--- src/rtl/div_seq_pkg.sv ---
// Shared definitions for the sequential restoring divider: FSM state encoding
// and the default operand width.
package div_seq_pkg;

  localparam int DEFAULT_WIDTH = 6;

  typedef enum logic [1:0] {
    ST_IDLE = 2'd0,
    ST_RUN  = 2'd1,
    ST_FIN  = 2'd2
  } state_e;

endpackage

--- src/rtl/div_seq_if.sv ---
// Start/busy/done handshake and operand/result bus between the arithmetic-unit
// controller (master) and the divider (slave).
interface div_seq_if #(
  parameter int width = div_seq_pkg::DEFAULT_WIDTH
) ();

  logic             start;
  logic [width-1:0] dividend;
  logic [width-1:0] divisor;
  logic             busy;
  logic             done;
  logic [width-1:0] quotient;
  logic [width-1:0] remainder;
  logic             div_by_zero;

  modport master (
    output start, dividend, divisor,
    input  busy, done, quotient, remainder, div_by_zero
  );

  modport slave (
    input  start, dividend, divisor,
    output busy, done, quotient, remainder, div_by_zero
  );

endinterface

--- src/rtl/div_seq_sub_stage.sv ---
// Trial subtractor for one restoring step: a - b over width+1 bits, formed as
// a + ~b + 1 on a ripple chain of full-adder cells.
module full_adder (
  input  logic a_i,
  input  logic b_i,
  input  logic c_i,
  output logic s_o,
  output logic c_o
);

  assign s_o = a_i ^ b_i ^ c_i;
  assign c_o = (a_i & b_i) | (c_i & (a_i ^ b_i));

endmodule

module sub_stage #(
  parameter int width = 6
) (
  input  logic [width:0]   a_i,
  input  logic [width-1:0] b_i,
  output logic [width-1:0] diff_o,
  output logic             borrow_o
);

  logic [width-1:0] b_inv_s;
  logic [width:0]   carry_s;

  assign b_inv_s    = ~b_i;
  assign carry_s[0] = 1'b1;

  for (genvar i = 0; i < width; i++) begin : g_fa
    full_adder u_fa (
      .a_i (a_i[i]),
      .b_i (b_inv_s[i]),
      .c_i (carry_s[i]),
      .s_o (diff_o[i]),
      .c_o (carry_s[i+1])
    );
  end

  // Top bit of the zero-extended divisor inverts to 1; its sum is the sign of the difference.
  assign borrow_o = a_i[width] ^ 1'b1 ^ carry_s[width];

endmodule

--- src/rtl/div_seq.sv ---
// Multi-cycle unsigned restoring divider: one shift/trial-subtract step per
// clock, start/busy/done handshake, results held until the next completion.
module div_seq
  import div_seq_pkg::*;
#(
  parameter int width = DEFAULT_WIDTH
) (
  input  logic     clk,
  input  logic     rst,
  div_seq_if.slave bus
);

  localparam int               CNT_W    = $clog2(width);
  localparam logic [CNT_W-1:0] LAST_CNT = CNT_W'(width - 1);

  state_e           state_q, state_d;
  logic             busy_q, busy_d;
  logic             done_q, done_d;
  logic             dbz_q, dbz_d;
  logic [width:0]   rsh_q, rsh_d;
  logic [width-1:0] q_q, q_d;
  logic [width-1:0] dsr_q, dsr_d;
  logic [width-1:0] quot_q, quot_d;
  logic [width-1:0] rem_q, rem_d;
  logic [CNT_W-1:0] cnt_q, cnt_d;

  logic [width-1:0] diff_s;
  logic             borrow_s;
  logic [width-1:0] r_new_s;
  logic [width-1:0] q_new_s;
  logic             dvs_zero_s;

  // rsh_q holds the partial remainder already shifted left with the next
  // dividend bit appended, so it feeds the trial subtractor directly.
  sub_stage #(.width(width)) u_sub (
    .a_i      (rsh_q),
    .b_i      (dsr_q),
    .diff_o   (diff_s),
    .borrow_o (borrow_s)
  );

  assign dvs_zero_s = (bus.divisor == {width{1'b0}});
  assign r_new_s    = borrow_s ? rsh_q[width-1:0] : diff_s;
  assign q_new_s    = {q_q[width-2:0], ~borrow_s};

  always_ff @(posedge clk or posedge rst) begin
    if (rst) begin
      state_q <= ST_IDLE;
      busy_q  <= 1'b0;
      done_q  <= 1'b0;
    end else begin
      state_q <= state_d;
      busy_q  <= busy_d;
      done_q  <= done_d;
    end
  end

  always_comb begin
    state_d = state_q;
    case (state_q)
      ST_IDLE: begin
        if (bus.start) begin
          state_d = dvs_zero_s ? ST_FIN : ST_RUN;
        end else begin
          state_d = ST_IDLE;
        end
      end
      ST_RUN: begin
        if (cnt_q == LAST_CNT) begin
          state_d = ST_FIN;
        end else begin
          state_d = ST_RUN;
        end
      end
      ST_FIN:  state_d = ST_IDLE;
      default: state_d = ST_IDLE;
    endcase
  end

  always_comb begin
    busy_d = (state_d != ST_IDLE);
    done_d = (state_d == ST_FIN);
  end

  always_ff @(posedge clk or posedge rst) begin
    if (rst) begin
      rsh_q  <= {(width+1){1'b0}};
      q_q    <= {width{1'b0}};
      dsr_q  <= {width{1'b0}};
      cnt_q  <= {CNT_W{1'b0}};
      quot_q <= {width{1'b0}};
      rem_q  <= {width{1'b0}};
      dbz_q  <= 1'b0;
    end else begin
      rsh_q  <= rsh_d;
      q_q    <= q_d;
      dsr_q  <= dsr_d;
      cnt_q  <= cnt_d;
      quot_q <= quot_d;
      rem_q  <= rem_d;
      dbz_q  <= dbz_d;
    end
  end

  always_comb begin
    rsh_d  = rsh_q;
    q_d    = q_q;
    dsr_d  = dsr_q;
    cnt_d  = cnt_q;
    quot_d = quot_q;
    rem_d  = rem_q;
    dbz_d  = dbz_q;
    case (state_q)
      ST_IDLE: begin
        if (bus.start) begin
          if (dvs_zero_s) begin
            quot_d = {width{1'b1}};
            rem_d  = bus.dividend;
            dbz_d  = 1'b1;
          end else begin
            // Dividend MSB moves into the remainder now; Q keeps the remaining bits.
            rsh_d = {{width{1'b0}}, bus.dividend[width-1]};
            q_d   = {bus.dividend[width-2:0], 1'b0};
            dsr_d = bus.divisor;
            cnt_d = {CNT_W{1'b0}};
          end
        end else begin
          cnt_d = cnt_q;
        end
      end
      ST_RUN: begin
        rsh_d = {r_new_s, q_q[width-1]};
        q_d   = q_new_s;
        if (cnt_q == LAST_CNT) begin
          quot_d = q_new_s;
          rem_d  = r_new_s;
          dbz_d  = 1'b0;
          cnt_d  = cnt_q;
        end else begin
          cnt_d = cnt_q + CNT_W'(1);
        end
      end
      ST_FIN: begin
        cnt_d = cnt_q;
      end
      default: begin
        cnt_d = cnt_q;
      end
    endcase
  end

  assign bus.busy        = busy_q;
  assign bus.done        = done_q;
  assign bus.quotient    = quot_q;
  assign bus.remainder   = rem_q;
  assign bus.div_by_zero = dbz_q;

endmodule

--- src/flat_wrapper.sv ---
// flat-port wrapper written by rule: the top's interface ports become plain ports
module div_seq_flat import div_seq_pkg::*;
#(
  parameter int width = DEFAULT_WIDTH
)
  (clk, rst, bus_start, bus_dividend, bus_divisor, bus_busy, bus_done, bus_quotient, bus_remainder, bus_div_by_zero);
  div_seq_if #(.width(width)) bus_i ();
  input  logic clk;
  input  logic rst;
  input wire logic [$bits(bus_i.start)-1:0] bus_start;
  input wire logic [$bits(bus_i.dividend)-1:0] bus_dividend;
  input wire logic [$bits(bus_i.divisor)-1:0] bus_divisor;
  output wire logic [$bits(bus_i.busy)-1:0] bus_busy;
  output wire logic [$bits(bus_i.done)-1:0] bus_done;
  output wire logic [$bits(bus_i.quotient)-1:0] bus_quotient;
  output wire logic [$bits(bus_i.remainder)-1:0] bus_remainder;
  output wire logic [$bits(bus_i.div_by_zero)-1:0] bus_div_by_zero;
  assign bus_i.start = bus_start;
  assign bus_i.dividend = bus_dividend;
  assign bus_i.divisor = bus_divisor;
  assign bus_busy = bus_i.busy;
  assign bus_done = bus_i.done;
  assign bus_quotient = bus_i.quotient;
  assign bus_remainder = bus_i.remainder;
  assign bus_div_by_zero = bus_i.div_by_zero;
  div_seq #(.width(width)) u_core (.clk(clk), .rst(rst), .bus(bus_i));
endmodule
--- config.mk ---
export PLATFORM = sky130hd
export DESIGN_NAME = div_seq_flat
export DESIGN_NICKNAME = d
export VERILOG_FILES = /design/src/rtl/div_seq_pkg.sv /design/src/rtl/div_seq_if.sv /design/src/rtl/div_seq_sub_stage.sv /design/src/rtl/div_seq.sv /design/src/flat_wrapper.sv
export SDC_FILE = /design/constraint.sdc
export NUM_CORES = 1
export LEC_CHECK = 0
export ABC_AREA = 0
export ABC_CLOCK_PERIOD_IN_PS = 4700
export BUFFER_PORTS_ARGS = -buffer_cell sky130_fd_sc_hd__buf_2
export CORE_AREA = 2 2 69 71
export DETAILED_ROUTE_END_ITERATION = 16
export DIE_AREA = 0 0 71 73
export GPL_TIMING_DRIVEN = 0
export SLEW_MARGIN = 20
export SYNTH_ARGS = -nofsm -noshare
export SYNTH_HDL_FRONTEND = slang
export SYNTH_SLANG_ARGS = --single-unit
--- constraint.sdc ---
create_clock -name clk -period 4.7 [get_ports clk]
set_input_delay 0.47 -clock clk [delete_from_list [all_inputs] [get_ports clk]]
set_output_delay 0.47 -clock clk [all_outputs]
set_load 0.05 [all_outputs]
==> summary by stage <==
Outcome
The run finished with clean final reports.

Worst setup path
Among the stages of the critical path, the cell type that occurs most often is sky130_fd_sc_hd__fa_1. The maximum fanout along the worst path is 10. Counting both buffers and inverters, the worst setup path holds a total of 3. The slowest library cell on the worst path is sky130_fd_sc_hd__xnor2_1. The critical path arrival is between 3 and 4 ns. The data required time of the worst path is ~4.9 ns. The element type at the critical path end is a flop. The type of the worst setup path is reg -> reg.

The minimum setup slack among reg-to-reg paths is 1.01 ns. The stage delay of the slowest cell on the critical path is between 0.4 and 0.5 ns. The startpoint of the worst-slack reg-to-reg timing path is u_core.rsh_q[0]$_DFFE_PP0P_.

The endpoint of the most critical register-to-register path is u_core.bus.remainder[1]$_DFFE_PP0P_. The count of cells along the worst register-to-register path is 12. The startpoint kind of the worst setup timing path is a flop. On the critical path the largest part of the delay comes from adder cells. Traced cell by cell, the critical path runs through inv_1 > ha_1 > fa_1 > fa_1 > inv_1 > fa_1 > fa_1 > fa_1 > xnor2_1 > clkbuf_1 > o311ai_0 > mux2_4.

Logic synthesis
During synthesis, Yosys emitted a total of 0 warnings. Among all flip-flop cells after synthesis, the most frequent one is sky130_fd_sc_hd__dfrtp_1. The post-synth net total is ~190.

The share of synthesized flip-flops with an asynchronous set or reset is 100%. The synthesized design contains 0 enable-type register cells. The post-synthesis sequential element count is 39. Of the synthesized area, sequential elements account for roughly half.

A synthesized cell averages 11.2 um2. The distinct cell type count of the synthesized netlist is 37. Counting every instance in the synthesized netlist gives 170. Summing every instance area after synthesis gives approximately 0.0019 mm2.

STA
The worst path uses 78.4% of the clock period. Adding up every negative setup slack in the final design gives 0 ns. On the final layout, the worst clock skew is between 0.01 and 0.015 ns. The worst slew margin relative to its limit is 58.3%. Subtracting the final worst setup slack from the clock period gives around 3.7 ns.

The number of pins exceeding their max-slew limit in the final report came to 0. Derived from the worst setup path, the maximum achievable clock frequency is 0.271 GHz. Setup repair after global routing left no endpoint under its margin. The final setup violation count is 0. The hold violation count in the final report is 0. At the pin with the least slew margin, the transition time is 0.626 ns.

Placement
Once placement finished, the instance area stood at about 0.0022 mm2. The congestion estimate from routability-driven global placement came to 0.764. Detailed placement ended at an HPWL of around 3000 um. The count of buffers inserted at the top-level ports is 29.

Cells and area
The finished cells cover roughly 0.0022 mm2. The share of post-route cells with drive strength above 1 is 26.1%. The number of diodes added for antenna fixing is 0. The net count of the finished layout is 230. Compared with the post-synthesis result, the final layout area differs by 17.1%. The number of filler instances in the final layout is 415.

Clocking
The number of buffers inserted during clock tree synthesis is 5. The TritonCTS clock tree is yes. The clock latency on the worst-skew pair is 0.29 ns.

After clock tree synthesis, the clock-pin slew on the worst setup and hold paths is around 0.08 ns. The number of buffers inserted by hold repair at cts is 0. The maximum count of clock buffers along a single path is 2. The CTS sink count is 39.

The count of cells resized by post-cts repair is 0. CTS built an H-tree with a depth of 2. The root buffer selected by CTS is sky130_fd_sc_hd__clkbuf_8. Post-CTS timing repair inserted 0 buffers for setup.

Die
The area inside the core boundary is 0.00454 mm2. Pin placement for this block handled 30 I/O pins. Measured along the y axis, the die boundary spans 73 um.

The die is between 70 and 80 um wide. The count of standard-cell rows is 25. The die footprint is around 0.0052 mm2.

Once the floorplan was initialized, standard cells occupied 42.2% of the core.

Detailed routing
The overall via count from detail_route is 1394. For this run, design rule violations remaining after detail routing come to 0. The number of detailed-route iterations in the first pass is 4.

The number of nets still failing antenna checks after routing is 0. The final layout contains routed wiring with a total length of between 3000 and 4000 um. In the final routed layout, each cell accounts on average for 14.8 um. The number of design-rule violations left by the first detailed-router iteration is 60. The vias per cell is roughly 5.3.

GRT
The initial antenna violation count is 0. The wire length of the first global-routing pass is roughly 6500 um. The total overflow reported by the global router is 0. The global-route usage over all layers is between 15 and 20%.

Entering global routing, the biggest net connects 25 pins. The number of global-route vias before repair is roughly 1400.

Hold path
The type of the most critical hold path is in -> async.

Flow run
The number of max-cap violations is 0.
==> cells in the final DEF (no fill, tap or decap), drive strengths merged, types with 4 or more instances in the layout <==
cell type   n
fa          5
a21o        4
dfrtp      39
clkbuf     10
mux2       10
nor2        8
a21oi       9
nand2      21
buf        35
o21ai      14
mux2i       9
inv        11
nand3       4
==> synth_stat cells, drive strengths merged (3+ instances only) <==
cell | number | area [um2]
ha | 3 | 37.5
mux2 | 10 | 135
dfrtp | 39 | 976
a21oi | 9 | 48.8
mux2i | 9 | 90.1
o2bb2ai | 3 | 26.3
a21o | 4 | 30.0
nand2 | 21 | 78.8
nand3 | 4 | 20.0
buf | 5 | 45.0
fa | 5 | 100
clkbuf | 4 | 15.0
o311ai | 3 | 26.3
inv | 11 | 41.3
o21ai | 14 | 70.1
nor2 | 8 | 30.0
o31ai | 3 | 22.5
==> state kept, by name, summed over array words and instances (netlist names) <==
register,count
u_core.bus.div_by_zero,1
u_core.bus.done,1
u_core.dsr_q,6
u_core.bus.busy,1
u_core.bus.remainder,6
u_core.rsh_q,7
u_core.state_q,2
u_core.q_q,6
u_core.bus.quotient,6
u_core.cnt_q,3
==> per-stage QoR <==
stage | setup slack (ns) | std cells | hold slack (ns) | util [%]
floorplan | 1.42 | 170 | 0.457 | -
global placement | 1.12 | 253 | 0.456 | 46.8
detailed placement | 1.06 | 254 | 0.470 | 47.4
CTS | 1.03 | 261 | 0.165 | 49.4
global route | 0.754 | 261 | 0.184 | 49.4
finish | 1.01 | 261 | 0.157 | 49.4
==> final cells by class <==
| cell class | count | area (um2) | area share [%] |
|---|---|---|---|
| multi-input cells | 111 | 835 | 37.3 |
| clock inverters | 1 | 5.00 | 0.223 |
| flip-flops and latches | 39 | 976 | 43.6 |
| plain buffers | 9 | 60.1 | 2.68 |
| clock buffers | 6 | 82.6 | 3.69 |
| well taps | 54 | 67.6 | 3.02 |
| repair buffers | 30 | 173 | 7.71 |
| inverters | 11 | 41.3 | 1.84 |
==> cell families after synthesis <==
kind of cell	after synthesis	share of synthesized area, %
simple gates	44	11.1
compound gates	39	13.1
flops	39	51.0
buf+inv	20	5.30
mux	19	11.8
fa+ha+maj	8	7.20
xor+xnor	1	0.458
==> how the worst max path moves through the flow <==
stage                                      from                                  end  slack (ns)  depth (start not counted)
floorplan           u_core.rsh_q[0]$_DFFE_PP0P_  u_core.bus.remainder[2]$_DFFE_PP0P_        1.42                         12
global placement    u_core.rsh_q[0]$_DFFE_PP0P_  u_core.bus.remainder[0]$_DFFE_PP0P_        1.12                         12
CTS                 u_core.rsh_q[0]$_DFFE_PP0P_  u_core.bus.remainder[0]$_DFFE_PP0P_        1.03                         12
finish              u_core.rsh_q[0]$_DFFE_PP0P_  u_core.bus.remainder[1]$_DFFE_PP0P_        1.01                         12
global route        u_core.rsh_q[0]$_DFFE_PP0P_  u_core.bus.remainder[0]$_DFFE_PP0P_        0.75                         13
detailed placement  u_core.rsh_q[0]$_DFFE_PP0P_  u_core.bus.remainder[0]$_DFFE_PP0P_        1.06                         12
==> per-layer routing <==
| metal | global-route usage (%) | up-vias | routed length [um] |
|---|---|---|---|
| met5 | 0 | - | 0 |
| met4 | 5.87 | 0 | 55 |
| met3 | 3.45 | 7 | 196 |
| met2 | 25.8 | 41 | 1840 |
| met1 | 21.7 | 690 | 1780 |
| li1 | - | 656 | - |
Power is not shown: default switching activity piles up to over one toggle a cycle in this logic, so the estimate is an artifact.
